<file path="src/rtl/spi_pkg.sv">
// Shared types, encodings and defaults for the SPI master core.
package spi_pkg;

   localparam int DW    = 32;
   localparam int DIV_W = 8;

   typedef enum logic [2:0] {
      ST_IDLE  = 3'd0,
      ST_SETUP = 3'd1,
      ST_XFER  = 3'd2,
      ST_HOLD  = 3'd3,
      ST_DONE  = 3'd4
   } state_t;

   localparam logic [1:0] LEN_8   = 2'b00;
   localparam logic [1:0] LEN_16  = 2'b01;
   localparam logic [1:0] LEN_32  = 2'b10;
   localparam logic [1:0] LEN_32B = 2'b11;

   // Frame length code to number of bits; both upper codes mean 32.
   function automatic logic [5:0] len_to_bits(input logic [1:0] len);
      logic [5:0] bits;
      case (len)
         LEN_8:   bits = 6'd8;
         LEN_16:  bits = 6'd16;
         LEN_32:  bits = 6'd32;
         LEN_32B: bits = 6'd32;
         default: bits = 6'd32;
      endcase
      return bits;
   endfunction

endpackage

</file>
<file path="src/rtl/spi_master_core_if.sv">
// Register-block side handshake of the SPI master core.
interface spi_master_core_if;
   import spi_pkg::*;

   logic             start_i;
   logic [DW-1:0]    tx_data_i;
   logic [1:0]       len_i;
   logic             cpol_i;
   logic             cpha_i;
   logic [DIV_W-1:0] div_i;
   logic             busy_o;
   logic             done_o;
   logic [DW-1:0]    rx_data_o;

   // Register block side: issues requests, observes status.
   modport master (
      output start_i, tx_data_i, len_i, cpol_i, cpha_i, div_i,
      input  busy_o, done_o, rx_data_o
   );

   // Shift engine side.
   modport slave (
      input  start_i, tx_data_i, len_i, cpol_i, cpha_i, div_i,
      output busy_o, done_o, rx_data_o
   );
endinterface

</file>
<file path="src/rtl/spi_clkgen.sv">
// Half-period timer and registered SCLK generator. tick_o marks every
// half-period boundary while enabled; lead/trail strobes fire only when
// toggling is allowed, in the cycle whose closing edge moves SCLK.
module spi_clkgen
   import spi_pkg::*;
(
   input  logic             clk_i,
   input  logic             rst_ni,
   input  logic             en_i,
   input  logic             tog_i,
   input  logic             clr_i,
   input  logic             cpol_i,
   input  logic [DIV_W-1:0] div_i,
   output logic             tick_o,
   output logic             lead_o,
   output logic             trail_o,
   output logic             sclk_o
);
   logic [DIV_W-1:0] cnt_q;
   logic             sclk_q;

   assign tick_o  = en_i & (cnt_q == div_i);
   assign lead_o  = tick_o & tog_i & (sclk_q == cpol_i);
   assign trail_o = tick_o & tog_i & (sclk_q != cpol_i);
   assign sclk_o  = sclk_q;

   // Count half-period cycles and toggle SCLK at each boundary.
   always_ff @(posedge clk_i or negedge rst_ni) begin
      if (!rst_ni) begin
         cnt_q  <= {DIV_W{1'b0}};
         sclk_q <= 1'b0;
      end else if (clr_i) begin
         cnt_q  <= {DIV_W{1'b0}};
         sclk_q <= cpol_i;
      end else if (en_i) begin
         if (tick_o) begin
            cnt_q <= {DIV_W{1'b0}};
            if (tog_i) begin
               sclk_q <= ~sclk_q;
            end
         end else begin
            cnt_q <= cnt_q + {{(DIV_W-1){1'b0}}, 1'b1};
         end
      end
   end
endmodule

</file>
<file path="src/rtl/spi_master_core.sv">
// SPI shift engine: one CS-framed, MSB-first transfer per accepted start.
module spi_master_core
   import spi_pkg::*;
(
   input  logic             CLK_I,
   input  logic             RST_I,
   spi_master_core_if.slave bus_if,
   input  logic             miso_i,
   output logic             sclk_o,
   output logic             mosi_o,
   output logic             cs_n_o
);
   state_t           state_q;
   logic [DW-1:0]    tx_q;
   logic [DW-1:0]    rx_q;
   logic [DW-1:0]    rx_data_q;
   logic [5:0]       nbits_q;
   logic [5:0]       bit_cnt_q;
   logic             cpol_q;
   logic             cpha_q;
   logic [DIV_W-1:0] div_q;
   logic             mosi_q;
   logic             cs_n_q;
   logic             busy_q;
   logic             done_q;

   logic [5:0]       nbits_d;
   logic [DW-1:0]    tx_load_d;
   logic             cg_en, cg_tog, cg_clr, cg_cpol;
   logic             tick, lead, trail;

   // Left-align the frame so the MSB always sits at DW-1; bits at N and
   // above fall off the top.
   assign nbits_d   = len_to_bits(bus_if.len_i);
   assign tx_load_d = bus_if.tx_data_i << (6'(DW) - nbits_d);

   // Clock generator control per state; IDLE tracks the live polarity.
   always_comb begin
      cg_en   = 1'b0;
      cg_tog  = 1'b0;
      cg_clr  = 1'b0;
      cg_cpol = cpol_q;
      case (state_q)
         ST_IDLE: begin
            cg_clr  = 1'b1;
            cg_cpol = bus_if.cpol_i;
         end
         ST_SETUP: cg_en = 1'b1;
         ST_XFER: begin
            cg_en  = 1'b1;
            cg_tog = 1'b1;
         end
         ST_HOLD: cg_en  = 1'b1;
         ST_DONE: cg_clr = 1'b1;
         default: cg_clr = 1'b1;
      endcase
   end

   spi_clkgen u_clkgen (
      .clk_i   (CLK_I),
      .rst_ni  (RST_I),
      .en_i    (cg_en),
      .tog_i   (cg_tog),
      .clr_i   (cg_clr),
      .cpol_i  (cg_cpol),
      .div_i   (div_q),
      .tick_o  (tick),
      .lead_o  (lead),
      .trail_o (trail),
      .sclk_o  (sclk_o)
   );

   // Transfer state machine with shift registers and registered outputs.
   always_ff @(posedge CLK_I or negedge RST_I) begin
      if (!RST_I) begin
         state_q   <= ST_IDLE;
         tx_q      <= {DW{1'b0}};
         rx_q      <= {DW{1'b0}};
         rx_data_q <= {DW{1'b0}};
         nbits_q   <= 6'd0;
         bit_cnt_q <= 6'd0;
         cpol_q    <= 1'b0;
         cpha_q    <= 1'b0;
         div_q     <= {DIV_W{1'b0}};
         mosi_q    <= 1'b0;
         cs_n_q    <= 1'b1;
         busy_q    <= 1'b0;
         done_q    <= 1'b0;
      end else begin
         case (state_q)
            ST_IDLE: begin
               done_q <= 1'b0;
               if (bus_if.start_i) begin
                  tx_q      <= tx_load_d;
                  rx_q      <= {DW{1'b0}};
                  nbits_q   <= nbits_d;
                  bit_cnt_q <= 6'd0;
                  cpol_q    <= bus_if.cpol_i;
                  cpha_q    <= bus_if.cpha_i;
                  div_q     <= bus_if.div_i;
                  mosi_q    <= tx_load_d[DW-1];
                  cs_n_q    <= 1'b0;
                  busy_q    <= 1'b1;
                  state_q   <= ST_SETUP;
               end
            end
            ST_SETUP: begin
               if (tick) begin
                  state_q <= ST_XFER;
               end
            end
            ST_XFER: begin
               if (lead) begin
                  if (cpha_q) begin
                     mosi_q <= tx_q[DW-1];
                  end else begin
                     rx_q <= {rx_q[DW-2:0], miso_i};
                  end
               end
               if (trail) begin
                  if (cpha_q) begin
                     rx_q <= {rx_q[DW-2:0], miso_i};
                  end else begin
                     mosi_q <= tx_q[DW-2];
                  end
                  tx_q <= {tx_q[DW-2:0], 1'b0};
                  if (bit_cnt_q == (nbits_q - 6'd1)) begin
                     bit_cnt_q <= 6'd0;
                     state_q   <= ST_HOLD;
                  end else begin
                     bit_cnt_q <= bit_cnt_q + 6'd1;
                  end
               end
            end
            ST_HOLD: begin
               if (tick) begin
                  cs_n_q    <= 1'b1;
                  busy_q    <= 1'b0;
                  done_q    <= 1'b1;
                  rx_data_q <= rx_q;
                  state_q   <= ST_DONE;
               end
            end
            ST_DONE: begin
               done_q  <= 1'b0;
               state_q <= ST_IDLE;
            end
            default: begin
               cs_n_q  <= 1'b1;
               busy_q  <= 1'b0;
               done_q  <= 1'b0;
               state_q <= ST_IDLE;
            end
         endcase
      end
   end

   assign mosi_o           = mosi_q;
   assign cs_n_o           = cs_n_q;
   assign bus_if.busy_o    = busy_q;
   assign bus_if.done_o    = done_q;
   assign bus_if.rx_data_o = rx_data_q;
endmodule

</file>
<file path="src/flat_wrapper.sv">
// flat-port wrapper written by rule: the top's interface ports become plain ports
module spi_master_core_flat import spi_pkg::*;
  (CLK_I, RST_I, miso_i, sclk_o, mosi_o, cs_n_o, bus_if_start_i, bus_if_tx_data_i, bus_if_len_i, bus_if_cpol_i, bus_if_cpha_i, bus_if_div_i, bus_if_busy_o, bus_if_done_o, bus_if_rx_data_o);
  spi_master_core_if bus_if_i ();
  input  logic CLK_I;
  input  logic RST_I;
  input  logic miso_i;
  output logic sclk_o;
  output logic mosi_o;
  output logic cs_n_o;
  input wire logic [$bits(bus_if_i.start_i)-1:0] bus_if_start_i;
  input wire logic [$bits(bus_if_i.tx_data_i)-1:0] bus_if_tx_data_i;
  input wire logic [$bits(bus_if_i.len_i)-1:0] bus_if_len_i;
  input wire logic [$bits(bus_if_i.cpol_i)-1:0] bus_if_cpol_i;
  input wire logic [$bits(bus_if_i.cpha_i)-1:0] bus_if_cpha_i;
  input wire logic [$bits(bus_if_i.div_i)-1:0] bus_if_div_i;
  output wire logic [$bits(bus_if_i.busy_o)-1:0] bus_if_busy_o;
  output wire logic [$bits(bus_if_i.done_o)-1:0] bus_if_done_o;
  output wire logic [$bits(bus_if_i.rx_data_o)-1:0] bus_if_rx_data_o;
  assign bus_if_i.start_i = bus_if_start_i;
  assign bus_if_i.tx_data_i = bus_if_tx_data_i;
  assign bus_if_i.len_i = bus_if_len_i;
  assign bus_if_i.cpol_i = bus_if_cpol_i;
  assign bus_if_i.cpha_i = bus_if_cpha_i;
  assign bus_if_i.div_i = bus_if_div_i;
  assign bus_if_busy_o = bus_if_i.busy_o;
  assign bus_if_done_o = bus_if_i.done_o;
  assign bus_if_rx_data_o = bus_if_i.rx_data_o;
  spi_master_core u_core (.CLK_I(CLK_I), .RST_I(RST_I), .bus_if(bus_if_i), .miso_i(miso_i), .sclk_o(sclk_o), .mosi_o(mosi_o), .cs_n_o(cs_n_o));
endmodule
</file>
<file path="config.mk">
export PLATFORM = sky130hd
export DESIGN_NAME = spi_master_core_flat
export DESIGN_NICKNAME = d
export VERILOG_FILES = /design/src/rtl/spi_pkg.sv /design/src/rtl/spi_master_core_if.sv /design/src/rtl/spi_clkgen.sv /design/src/rtl/spi_master_core.sv /design/src/flat_wrapper.sv
export SDC_FILE = /design/constraint.sdc
export NUM_CORES = 1
export LEC_CHECK = 0
export CAP_MARGIN = 40
export CORE_MARGIN = 4
export CORE_UTILIZATION = 55
export CTS_BUF_LIST = sky130_fd_sc_hd__clkbuf_2
export DETAILED_ROUTE_END_ITERATION = 8
export GPL_ROUTABILITY_DRIVEN = 0
export PLACE_DENSITY_LB_ADDON = 0.2
export SETUP_SLACK_MARGIN = 0.5
export SLEW_MARGIN = 40
export SYNTH_ARGS = -nofsm -noshare
export SYNTH_HDL_FRONTEND = slang
export SYNTH_SLANG_ARGS = --single-unit
</file>
<file path="constraint.sdc">
create_clock -name CLK_I -period 2.6 [get_ports CLK_I]
set_input_delay 0.26 -clock CLK_I [delete_from_list [all_inputs] [get_ports CLK_I]]
set_output_delay 0.26 -clock CLK_I [all_outputs]
set_load 0.02 [all_outputs]
</file>
# Yosys cells after proc, flatten, opt, wreduce, memory -nomap -nowiden
# Index checks and enable logic that the tools add are counted.
[classes] muxes=43 n_eq_ne=19 n_reduce_logical=15 shift=1 add_sub_neg=4 bitwise_logic=7
[op_table] operator="$mux 32" n=7
[op_table] operator="$pmux 32 s2" n=2
[op_table] operator="$shl 32x6->32" n=1
[op_table] operator="$mux 8" n=3
[op_table] operator="$mux 6" n=3
[op_table] operator="$pmux 6 s3" n=1
[op_table] operator="$mux 1" n=16
[op_table] operator="$mux 3" n=5
[op_table] operator="$pmux 3 s4" n=1
[op_table] operator="$pmux 6 s2" n=1
[op_table] operator="$ne 2x1->1 const B" n=5
[op_table] operator="$reduce_and 3->1" n=3
[op_table] operator="$add 8x1->8 const B" n=1
[op_table] operator="$eq 8x8->1" n=1
[op_table] operator="$reduce_and 2->1" n=4
[op_table] operator="$add 6x1->6 const B" n=1
[op_table] operator="$eq 3x2->1 const B" n=2
[op_table] operator="$eq 6x6->1" n=1
[op_table] operator="$ne 2x2->1 const B" n=3
[op_table] operator="$pmux 1 s3" n=2
[op_table] operator="$reduce_or 3->1" n=2
[op_table] operator="$sub 6x1->6 const B" n=1
[op_table] operator="$sub 6x6->6 const A" n=1
[op_table] operator="$reduce_and 5->1" n=1
[op_table] operator="other kinds (13)" n=21
[word_totals] elab_cells=104 out_inout_bits=37 regBits=134 in_bits=48

# Longest topological paths before layout
# Gate-level depths: netlist (run 1).
[depth] word_depth=10 depth_mapped=8 depth_no_buf=7

# Hierarchy
# A second synthesis (run 1) with hierarchy kept.
[hier_totals] hier_cells=578 area_unflattened_um2=6098.3
[modules_own_cells] mod="spi_master_core" seq_area_each_um2=3054.2 n_inst=1 cells_each=518 area_per_inst_um2=5540.3
[modules_own_cells] mod="spi_clkgen" seq_area_each_um2=225.2 n_inst=1 cells_each=60 area_per_inst_um2=558.0

# Least setup slack after synthesis (run 1)
# No wires, ideal clock.
[synth_path] path_kind="reg-to-reg" start="reg u_core.u_clkgen.cnt_q[4]" end="reg u_core.rx_data_q[10], in the netlist u_core.bus_if.rx_data_o[10]" setup_ns=0.125 period_less_slack_ns=2.073 t_arrival_ns=1.948 path_stages_with_launch=7 required_ns=2.475 path_buffers=1 setup_slack_ns=0.527 path_cell_list="dfrtp_1 > xor2_1 > nor4_4 > nand2_2 > nor3_2 > buf_4 > mux2_2"
[synth_via] elab_chain_cells=3
[synth_lines] item="from (decl)" line_no="spi_clkgen.sv:19" source="logic [DIV_W-1:0] cnt_q;"
[synth_lines] item="from (signal assigned)" line_no="spi_clkgen.sv:30" source="cnt_q <= {DIV_W{1'b0}};"
[synth_lines] item="from (signal assigned)" line_no="spi_clkgen.sv:33" source="cnt_q <= {DIV_W{1'b0}};"
[synth_lines] item="from (signal assigned)" line_no="spi_clkgen.sv:37" source="cnt_q <= {DIV_W{1'b0}};"
[synth_lines] item="$eq 8x8->1" line_no="spi_clkgen.sv:22" source="assign tick_o = en_i & (cnt_q == div_i);"
[synth_lines] item="$and 1x1->1" line_no="spi_clkgen.sv:22"
[synth_lines] item="$reduce_and 2->1 (no line)"
[synth_lines] item="to (signal assigned)" line_no="spi_master_core.sv:79" source="rx_data_q <= {DW{1'b0}};"
[synth_lines] item="to (signal assigned)" line_no="spi_master_core.sv:140" source="rx_data_q <= rx_q;"
[synth_lines] item="to (decl)" line_no="spi_master_core.sv:16" source="logic [DW-1:0] rx_data_q;"
# No other way between the ends.
# A chain may end at the register's enable or synchronous reset.

# Worst setup path in the final report (run 1)
[layout_path] start="reg u_core.div_q[0]" end="reg u_core.rx_q[26]"
[layout_via] elab_chain_cells=8 elab_cells_between_ends=9 classes_between="eq/ne: 1; mux: 4; bitwise: 4"
[layout_lines] item="from (decl)" line_no="spi_master_core.sv:21" source="logic [DIV_W-1:0] div_q;"
[layout_lines] item="from (signal assigned)" line_no="spi_master_core.sv:84" source="div_q <= {DIV_W{1'b0}};"
[layout_lines] item="from (signal assigned)" line_no="spi_master_core.sv:100" source="div_q <= bus_if.div_i;"
[layout_lines] item="$eq 8x8->1 *" line_no="spi_clkgen.sv:22"
[layout_lines] item="$and 1x1->1 *" line_no="spi_clkgen.sv:22"
[layout_lines] item="$and 1x1->1 *" line_no="spi_clkgen.sv:23, spi_clkgen.sv:24"
[layout_lines] item="$and 1x1->1" line_no="spi_clkgen.sv:23" source="assign lead_o = tick_o & tog_i & (sclk_q == cpol_i);"
[layout_lines] item="$mux 32" line_no="spi_master_core.sv:113" source="if (lead) begin"
[layout_lines] item="$mux 32" line_no="spi_master_core.sv:121" source="if (cpha_q) begin"
[layout_lines] item="$mux 32 *" line_no="spi_master_core.sv:120" source="if (trail) begin"
[layout_lines] item="$pmux 32 s2 *" line_no="spi_master_core.sv:90" source="case (state_q)"
[layout_lines] item="to (signal assigned)" line_no="spi_master_core.sv:95" source="rx_q <= {DW{1'b0}};"
[layout_lines] item="to (signal assigned)" line_no="spi_master_core.sv:117" source="rx_q <= {rx_q[DW-2:0], miso_i};"
[layout_lines] item="to (signal assigned)" line_no="spi_master_core.sv:122" source="rx_q <= {rx_q[DW-2:0], miso_i};"
[layout_lines] item="to (decl)" line_no="spi_master_core.sv:15" source="logic [DW-1:0] rx_q;"
# Mark *: on every way between the ends. The rest lies on a longest branch, timed or not.

==> impl_metrics.py, run 1 <==
metrics = {
    "drt": {
        "vias": 4756,
        "dr_wl_met3_um": 829,
        "detail_route.iter0.violations": 305,
        "post_drt_wl_per_cell_um": 16.8,
        "routed_wl_um": 14200,
        "ant_nets": 0,
        "wl_met2_um": 6850,
        "drcViolationCount": 0,
        "viasPerCell": 5.63,
        "top_layer": "met4",
        "drt-met1-wl_um": 6240,
        "dr.pass1.iters": 7,
    },
    "worst_setup_path": {
        "critPathLaunchType": "flip-flop",
        "path_cells": "xor2_1, nor4_4, nand2_4, nor4b_4, buf_6, clkbuf_16, mux2i_4",
        "worstSetupPathType": "reg2reg",
        "end_kind": "flip-flop",
        "required_ns": 3.24,
        "reg2reg_from": "u_core.div_q[0]$_DFFE_PN0P_",
        "cp.arrival_ns": 2.76,
        "crit_fanout": 8,
        "crit_path_start": "u_core.div_q[0]$_DFFE_PN0P_",
        "critPathMaxStageDelay_ns": 0.43,
        "cp_slowest_cell": "dfrtp_1",
    },
    "sta": {
        "fin_setup_tns_ns": 0,
        "worst_pin_slew_ns": 0.690,
        "finalHoldViolCount": 0,
        "finalSetupViolCount": 0,
        "period_needed_ns": 2.13,
        "timing.slew.headroom_pct": 54.0,
        "finalMaxSlewViolations": 0,
        "fmax_mhz": 470,
        "period_share_pct": 81.7,
        "fin_skew_ns": 0.0258,
        "rsz0062_at_grt": "yes",
    },
    "synthesis": {
        "ys_seq_area_share_pct": 53.1,
        "yosys.cell_types.count": 51,
        "synth_edf_count": 0,
        "async_flop_share_pct": 100,
        "syn_area_mm2": 0.00618,
        "yosysTopAreaCell": "dfrtp_1",
        "yosys_register_bits": 131,
        "ys_top_cells_by_area": "dfrtp_1 (53%), nand2_1 (7.0%), mux2_2 (6.9%), mux2i_1 (6.6%), o21ai_0 (3.0%)",
        "ys.flop_type": "dfrtp_1",
        "yosysTopAreaCellShare_pct": 52.7,
        "synth_nets": 643,
        "yosysWarnings": 0,
        "syn_area_per_cell_um2": 10.4,
        "syn_inst": 592,
    },
    "finish": {
        "diodes": 0,
        "syn2layout_area_growth_pct": 24.9,
        "nets": 743,
        "drive_above_1_share_pct": 18.9,
    },
    "floorplanning": {
        "initial_core_util_pct": 56.5,
        "core_mm2": 0.0109,
        "ioPinCount": 85,
        "die_area_mm2": 0.0130,
        "rows": 38,
        "dieHeight_um": 114,
        "dieWidth_um": 114,
    },
    "clock_network": {
        "cts_tree": "done",
        "h-tree-depth": 4,
        "clk-insertion-delay-late_ns": 0.71,
        "clkSlewWorstSetupHoldPaths_ns": 0.19,
        "cts-root-buf": "clkbuf_2",
        "clock-sinks": 131,
        "cts_max_path_buffers": 2,
        "cts_buffers": 17,
    },
    "worst_hold_path": {
        "hold_class": "in2reg",
        "hold_start": "bus_if_div_i[6]",
    },
    "run_status": {
        "status": "completed",
    },
    "global_routing": {
        "grt_pass1_wl_um": 22700,
        "first_global_vias": 4723,
        "grt_start_max_net_pins": 132,
        "grt_usage_pct": 22.2,
        "grt_overflow": 0,
        "antenna_found_initial": 0,
    },
    "placement": {
        "port_buffers": 84,
        "hpwl_um": 8970,
    },
    "job": {
        "maxCapViolations": 0,
    },
    "power": {
        "p_per_area_mw_per_mm2": 904,
        "vdd_ir_drop_max_mv": 0.472,
        "leakagePower_uw": 0.00349,
        "total_power_uw": 6980,
    },
}
[worst max-delay path, delay by kind of cell, from the launching register on]
kind	cells	cell delay (ns)
AND/OR/NAND/NOR	3	0.84
flip-flops	1	0.43
XOR/XNOR	1	0.19
buffers and inverters	2	0.36
multiplexers	1	0.24
[per-stage QoR]
step	area (µm²)	hold slack, ns	instances	worst slack (ns)	util [%]
5_1_grt	7710	0.0268	845	0.349	70.5
3_5_place_dp	7200	0.428	795	0.223	65.9
2_1_floorplan	6180	-0.0356	592	0.527	-
6_report	7710	0.0747	845	0.475	70.5
3_3_place_gp	7200	0.421	795	0.291	65.9
4_1_cts	7560	0.0175	837	0.454	69.1
[sequential cells by signal (all words and copies together), names as in the netlist, 3 cells and up]
name and count:
u_core.bit_cnt_q 6, u_core.bus_if.rx_data_o 32, u_core.div_q 8, u_core.nbits_q 3, u_core.rx_q 32, u_core.state_q 3
u_core.tx_q 32, u_core.u_clkgen.cnt_q 8
[cells by family (layout without fill, tap and decap cells)]
group                    count (synthesis)  in the layout  share of synthesized area [%]
AND/OR/NAND/NOR                        195            195                           15.0
flip-flops                             131            131                           53.1
AO/OA/AOI/OAI                           91             92                           9.62
multiplexers                            80             80                           13.8
buffers and inverters                   73            185                           5.02
XOR/XNOR                                19             19                           2.94
adder cells (fa/ha/maj)                  3              3                          0.608
[report_power, final]
part           total, µW  internal, µW  switching, µW
Sequential          3240          2710            525
Clock               1310           544            769
Combinational       2430          1140           1290
Total               6980          4390           2590
[synthesized netlist by cell type (all sizes together) (2+ instances only)]
library cell,count
a211oi,2
a21oi,19
a221o,8
and2,2
and3,19
buf,11
clkbuf,23
dfrtp,130
ha,3
inv,39
mux2,39
mux2i,41
nand2,116
nand2b,2
nand3,16
nor2,19
nor2b,4
nor3,6
nor3b,2
nor4,2
nor4b,3
o211ai,2
o21ai,40
o221a,7
o311ai,2
o31ai,2
o41ai,2
xnor2,4
xor2,14
[routing by layer]
layer | vias up | track usage, %
met5 | - | 0
met4 | 0 | 9.03
met3 | 30 | 5.41
met2 | 156 | 34.9
met1 | 2333 | 29.6
li1 | 2237 | -
[final timing paths]
kind                                            endpoint  slack (ns)  cells after the start
max in group asynchronous  u_core.state_q[0]$_DFFE_PN0P_        1.92                      3
min in group asynchronous    u_core.div_q[0]$_DFFE_PN0P_        0.19                      3
hold / removal               u_core.div_q[6]$_DFFE_PN0P_        0.07                      3
setup reg to reg             u_core.rx_q[26]$_DFFE_PN0P_        0.47                      7
hold reg to reg               u_core.tx_q[7]$_DFFE_PN0P_        0.50                      2
setup / recovery             u_core.rx_q[26]$_DFFE_PN0P_        0.47                      7
[placed cells by master (no fill, tap or decap), types with 3 or more instances in the layout]
| cell | count |
|---|---|
| o21ai_0 | 37 |
| nand3_1 | 15 |
| a221o_1 | 8 |
| buf_4 | 21 |
| nor2_1 | 18 |
| clkdlybuf4s50_1 | 80 |
| clkbuf_2 | 19 |
| and3_1 | 19 |
| dfrtp_1 | 125 |
| ha_1 | 3 |
| o221a_2 | 7 |
| mux2i_1 | 40 |
| buf_12 | 4 |
| dfrtp_2 | 5 |
| inv_1 | 39 |
| xor2_1 | 14 |
| clkinv_4 | 3 |
| xnor2_1 | 4 |
| mux2_2 | 38 |
| nor2b_1 | 4 |
| bufinv_16 | 3 |
| clkinv_2 | 4 |
| nand2_1 | 114 |
| a21oi_1 | 19 |
[final cells by class]
cell class	count	area (µm²)
Inverter	39	146
Timing Repair Buffer	114	1170
Multi-Input combinational cell	389	2690
Fill cell	842	3220
Sequential cell	131	3290
Tap cell	140	175
Clock buffer	19	95.1
Clock inverter	13	160
[what timing repair did]
item                                   4_1_cts  5_1_grt
setup endpoints to repair                   95       86
setup buffers                                8        5
pin swaps                                    1        2
cloned                                       1        3
hold buffers                                 1        0
endpoints found under the hold margin      130        0
resized for setup                           10       17
Note: power is estimated with default switching activity, not from simulation.
==> run 2, diff against run 1 <==
==> constraint.sdc (replaced) <==
create_clock -name CLK_I -period 2.1 [get_ports CLK_I]
set_input_delay 0.21 -clock CLK_I [delete_from_list [all_inputs] [get_ports CLK_I]]
set_output_delay 0.21 -clock CLK_I [all_outputs]
set_load 0.02 [all_outputs]
==> run 2 against run 1 <==
Net effect:
- utilization up 12 points
- fmax fell by 12%
- sequential power rose by 31%
- largest power group is now combinational logic
- design area increased by 17%
- clock skew increased by 0.010 ns
- sequential cell count unchanged
- hold slack worse by 0.078 ns
- total power up 47%
- critical path type unchanged
- die area unchanged
- critical endpoint is now u_core.rx_q[14]$_DFFE_PN0P_
- the flow now finishes with violations (negative hold slack, negative setup slack)
==> impl_metrics.py, run 2 (synthesized netlist as in run 1, its figures left out) <==
metrics = {
    "power": {
        "vdd_ir_drop_max_mv": 0.619,
        "p_per_area_mw_per_mm2": 1140,
        "leakagePower_uw": 0.00418,
        "total_power_uw": 10300,
    },
    "drt": {
        "detail_route.iter0.violations": 474,
        "post_drt_wl_per_cell_um": 22.2,
        "drcViolationCount": 0,
        "viasPerCell": 6.05,
        "vias": 5473,
        "routed_wl_um": 20100,
        "dr.pass1.iters": 5,
        "ant_nets": 0,
    },
    "clock_network": {
        "clock-sinks": 131,
        "cts_max_path_buffers": 2,
        "clk-insertion-delay-late_ns": 0.71,
        "cts_tree": "done",
        "cts-root-buf": "clkbuf_2",
        "h-tree-depth": 4,
        "clkSlewWorstSetupHoldPaths_ns": 0.21,
        "cts_buffers": 17,
    },
    "global_routing": {
        "first_global_vias": 5062,
        "grt_overflow": 0,
        "antenna_found_initial": 0,
        "grt_start_max_net_pins": 57,
        "grt_pass1_wl_um": 25600,
        "grt_usage_pct": 25.0,
    },
    "floorplanning": {
        "initial_core_util_pct": 56.5,
        "die_area_mm2": 0.0130,
        "core_mm2": 0.0109,
        "dieWidth_um": 114,
        "dieHeight_um": 114,
        "rows": 38,
        "ioPinCount": 85,
    },
    "sta": {
        "fmax_mhz": 416,
        "hold_ws_ns": -0.00326,
        "period_needed_ns": 2.41,
        "finalMaxSlewViolations": 0,
        "timing.slew.headroom_pct": 54.0,
        "rsz0062_at_grt": "yes",
        "finalHoldViolCount": 2,
        "finalSetupViolCount": 46,
        "worst_pin_slew_ns": 0.685,
        "fin_skew_ns": 0.0359,
        "setup_slack_ns": -0.307,
        "period_share_pct": 115,
    },
    "worst_setup_path": {
        "cp.arrival_ns": 3.05,
        "crit_fanout": 8,
        "critPathLaunchType": "flip-flop",
        "worstSetupPathType": "reg2reg",
        "reg2reg_slack_ns": -0.31,
        "required_ns": 2.74,
        "end_kind": "flip-flop",
    },
    "worst_hold_path": {
        "hold_class": "in2async",
    },
    "job": {
        "maxCapViolations": 0,
    },
    "finish": {
        "syn2layout_area_growth_pct": 46.3,
        "nets": 804,
        "final_common_cell": "dfrtp_1",
        "diodes": 0,
        "drive_above_1_share_pct": 41.3,
        "layout.cells.most_common_list": "dfrtp_1 (126), nand2_1 (72), buf_4 (49), clkdlybuf4s50_1 (46), inv_1 (39)",
        "nFillCells": 564,
    },
    "run_status": {
        "violations": "negative hold slack, negative setup slack",
        "status": "finished with violations",
    },
    "placement": {
        "hpwl_um": 9410,
        "port_buffers": 84,
    },
}
-- run 2: changes by cell type in the layout (fill, tap and decap cells not counted), moves of 16 or more --
cell | previous run | this run
buf_4 | 21 | 49
nand2_1 | 114 | 72
mux2_2 | 38 | 7
nand2_4 | 1 | 27
mux2_4 | 0 | 32
buf_6 | 2 | 18
buf_2 | 0 | 34
o21ai_2 | 1 | 22
o21ai_0 | 37 | 9
clkdlybuf4s50_1 | 80 | 46
-- run 2: repair_timing --
action	4_1_cts	5_1_grt
hold buffers	1	0
gates cloned	6	11
endpoints found under the setup margin	166	148
resized for setup	222	175
buffers inserted	23	24
hold endpoints to repair	131	0
pin swaps	7	65
-- run 2: final timing paths --
kind | start | to | cells past startpoint
max | u_core.state_q[0]$_DFFE_PN0P_ | u_core.rx_q[14]$_DFFE_PN0P_ | 8
min | RST_I | u_core.tx_q[6]$_DFFE_PN0P_ | 2
max reg2reg | u_core.state_q[0]$_DFFE_PN0P_ | u_core.rx_q[14]$_DFFE_PN0P_ | 8
min reg2reg | u_core.tx_q[18]$_DFFE_PN0P_ | u_core.tx_q[18]$_DFFE_PN0P_ | 2
max in group asynchronous | RST_I | u_core.state_q[2]$_DFFE_PN0P_ | 3
min in group CLK_I | miso_i | u_core.rx_q[0]$_DFFE_PN0P_ | 3
-- run 2: metal layers --
metal | global-route usage [%] | wire, µm
met5 | 0 | 0
met3 | 5.89 | 1390
met2 | 40.3 | 10100
met4 | 7.28 | 697
met1 | 34.0 | 7880
-- run 2: power breakdown --
| part | leakage [µW] | switching, µW | internal, µW |
|---|---|---|---|
| clock | 0.000131 | 949 | 627 |
| combinational | 0.00233 | 2300 | 2160 |
| sequential | 0.00172 | 890 | 3350 |
-- run 2: critical path: stages (launching register included) --
cell     delay (ns)
dfrtp_2        0.49
o31a_1         0.34
nor3_2         0.31
nor3_1         0.21
nor4b_4        0.34
buf_6          0.20
buf_12         0.11
buf_16         0.13
mux2i_1        0.23
-- run 2: cell type report --
| type | instances | area (µm²) | share of cell area (%) |
|---|---|---|---|
| Tap cell | 140 | 175 | 1.94 |
| Inverter | 39 | 146 | 1.62 |
| Multi-Input combinational cell | 388 | 3380 | 37.4 |
| Clock buffer | 17 | 85.1 | 0.941 |
| Clock inverter | 14 | 145 | 1.61 |
| Timing Repair Buffer | 176 | 1820 | 20.2 |
| Sequential cell | 131 | 3280 | 36.3 |
-- run 2: stage by stage --
step	std cells	area (µm²)	setup slack, ns	util (%)	TNS (ns)
detailed placement	809	7360	-0.230	67.3	-6.59
global route	905	9040	-0.357	82.7	-13.01
floorplan	592	6260	0.0678	-	0
global placement	809	7360	-0.0962	67.3	-3.05
finish	905	9040	-0.307	82.7	-7.96
CTS	870	8100	-0.0164	74.0	-0.0338
==> run 3, diff against run 2 <==
--- a/config.mk
+++ b/config.mk
@@ -6,7 +6,6 @@
 export NUM_CORES = 1
 export LEC_CHECK = 0
 export CAP_MARGIN = 40
-export CORE_MARGIN = 4
 export CORE_UTILIZATION = 55
 export CTS_BUF_LIST = sky130_fd_sc_hd__clkbuf_2
 export DETAILED_ROUTE_END_ITERATION = 8
==> run 3 against run 2 <==
Net effect:
- the flow finishes with violations (negative setup slack)
- register-to-register slack improved by 0.04 ns
- clock skew rose by 0.020 ns
- die area decreased by 10%
- highest routed layer unchanged
==> impl_metrics.py, run 3 (synthesized netlist as in run 1, its figures left out) <==
metrics = {
    "clock_network": {
        "cts_max_path_buffers": 2,
        "clkSlewWorstSetupHoldPaths_ns": 0.24,
        "clk-insertion-delay-late_ns": 0.78,
        "cts_tree": "done",
        "h-tree-depth": 4,
        "cts_buffers": 17,
        "cts-root-buf": "clkbuf_2",
        "clock-sinks": 131,
    },
    "run_status": {
        "violations": "negative setup slack",
        "status": "finished with violations",
    },
    "floorplanning": {
        "dieWidth_um": 108,
        "core_mm2": 0.0109,
        "rows": 38,
        "dieHeight_um": 108,
        "die_area_mm2": 0.0117,
        "initial_core_util_pct": 56.7,
        "ioPinCount": 85,
    },
    "worst_setup_path": {
        "reg2reg_from": "u_core.state_q[0]$_DFFE_PN0P_",
        "critPathLaunchType": "flip-flop",
        "required_ns": 2.78,
        "crit_path_start": "u_core.state_q[0]$_DFFE_PN0P_",
        "worstSetupPathType": "reg2reg",
        "end_kind": "flip-flop",
        "cp.arrival_ns": 3.05,
        "crit_fanout": 8,
    },
    "sta": {
        "finalSetupViolCount": 88,
        "period_share_pct": 113,
        "period_needed_ns": 2.37,
        "rsz0062_at_grt": "yes",
        "fin_skew_ns": 0.0561,
        "setup_slack_ns": -0.266,
        "timing.slew.headroom_pct": 59.0,
        "fmax_mhz": 423,
        "worst_pin_slew_ns": 0.613,
        "finalHoldViolCount": 0,
        "finalMaxSlewViolations": 0,
    },
    "job": {
        "maxCapViolations": 0,
    },
    "placement": {
        "place_inst": 811,
        "port_buffers": 84,
        "hpwl_um": 9300,
        "dp_slack_ns": -0.244,
    },
    "power": {
        "vdd_ir_drop_max_mv": 0.810,
        "leakagePower_uw": 0.00431,
        "p_per_area_mw_per_mm2": 1160,
    },
    "finish": {
        "nFillCells": 462,
        "diodes": 0,
        "stdcell_count": 932,
        "syn2layout_area_growth_pct": 52.2,
        "drive_above_1_share_pct": 40.2,
        "layout.cells.most_common_list": "dfrtp_1 (126), nand2_1 (83), buf_4 (52), clkdlybuf4s50_1 (46), buf_6 (42)",
        "nets": 830,
        "final_common_cell": "dfrtp_1",
    },
    "drt": {
        "detail_route.iter0.violations": 485,
        "post_drt_wl_per_cell_um": 23.7,
        "routed_wl_um": 22100,
        "drcViolationCount": 0,
        "viasPerCell": 6.27,
        "dr.pass1.iters": 7,
        "ant_nets": 0,
        "vias": 5847,
    },
    "global_routing": {
        "grt_pass1_wl_um": 28500,
        "grt_overflow": 0,
        "grt_start_max_net_pins": 59,
        "grt_usage_pct": 32.9,
        "first_global_vias": 5636,
        "antenna_found_initial": 0,
    },
    "worst_hold_path": {
        "hold_class": "in2async",
    },
}
run 3: cell type report:
cell class,instances,area [µm²],area share [%]
multi-input cells,389,3350,35.6
well taps,140,175,1.86
repair buffers,201,2200,23.4
clock buffers,18,90.1,0.958
inverters,39,146,1.56
clock inverters,14,161,1.72
flip-flops and latches,131,3280,34.9
run 3: worst paths after layout:
kind / to / depth (start not counted) / slack, ns
min: u_core.state_q[0]$_DFFE_PN0P_ / 3 / 0.009
min reg2reg: u_core.bus_if.rx_data_o[25]$_DFFE_PN0P_ / 1 / 0.53
max reg2reg: u_core.rx_q[28]$_DFFE_PN0P_ / 8 / -0.27
max in group asynchronous: u_core.u_clkgen.cnt_q[4]$_DFF_PN0_ / 3 / 1.66
max: u_core.rx_q[28]$_DFFE_PN0P_ / 8 / -0.27
min in group CLK_I: u_core.tx_q[0]$_DFFE_PN0P_ / 3 / 0.13
run 3: routing by layer:
metal	wire length (µm)	global-route usage [%]	vias up	part of all wire (%)
met5	0	0	-	0
met4	1640	17.4	0	7.4
met3	1810	7.47	155	8.2
met2	10600	55.3	419	48
met1	8030	39.5	2860	36
li1	-	-	2413	-
run 3: power breakdown:
| group | internal [µW] | leakage [µW] | switching [µW] |
|---|---|---|---|
| sequential | 3360 | 0.00172 | 944 |
| clock | 664 | 0.000147 | 1040 |
| combinational | 2420 | 0.00243 | 2530 |
| total | 6440 | 0.00431 | 4510 |
run 3: critical path: stages (launching register included):
cell	delay, ns
dfrtp_2	0.50
buf_4	0.15
or3b_1	0.47
buf_4	0.19
nor4b_4	0.27
buf_6	0.15
buf_12	0.11
buf_12	0.13
mux2i_1	0.28
run 3: what timing repair did:
| action | CTS | global route |
|---|---|---|
| endpoints found under the hold margin | 140 | 0 |
| gates cloned | 13 | 3 |
| buffers inserted | 41 | 20 |
| hold buffers | 12 | 0 |
| endpoints found under the setup margin | 164 | 152 |
| pin swaps | 40 | 32 |
| resized for setup | 322 | 98 |
run 3: per-stage QoR:
| step | hold WS, ns | instance area, µm² | util (%) | total power [µW] | TNS [ns] |
|---|---|---|---|---|---|
| 2_1_floorplan | -0.0856 | 6260 | - | 5870 | 0 |
| 3_3_place_gp | 0.131 | 7350 | 67.5 | 6780 | -3.18 |
| 3_5_place_dp | 0.132 | 7350 | 67.5 | 6980 | -4.53 |
| 4_1_cts | 0.0357 | 8790 | 80.8 | 9640 | -0.0666 |
| 5_1_grt | 0.0166 | 9410 | 86.4 | 11400 | -12.42 |
| 6_report | 0.00923 | 9410 | 86.4 | 11000 | -9.93 |
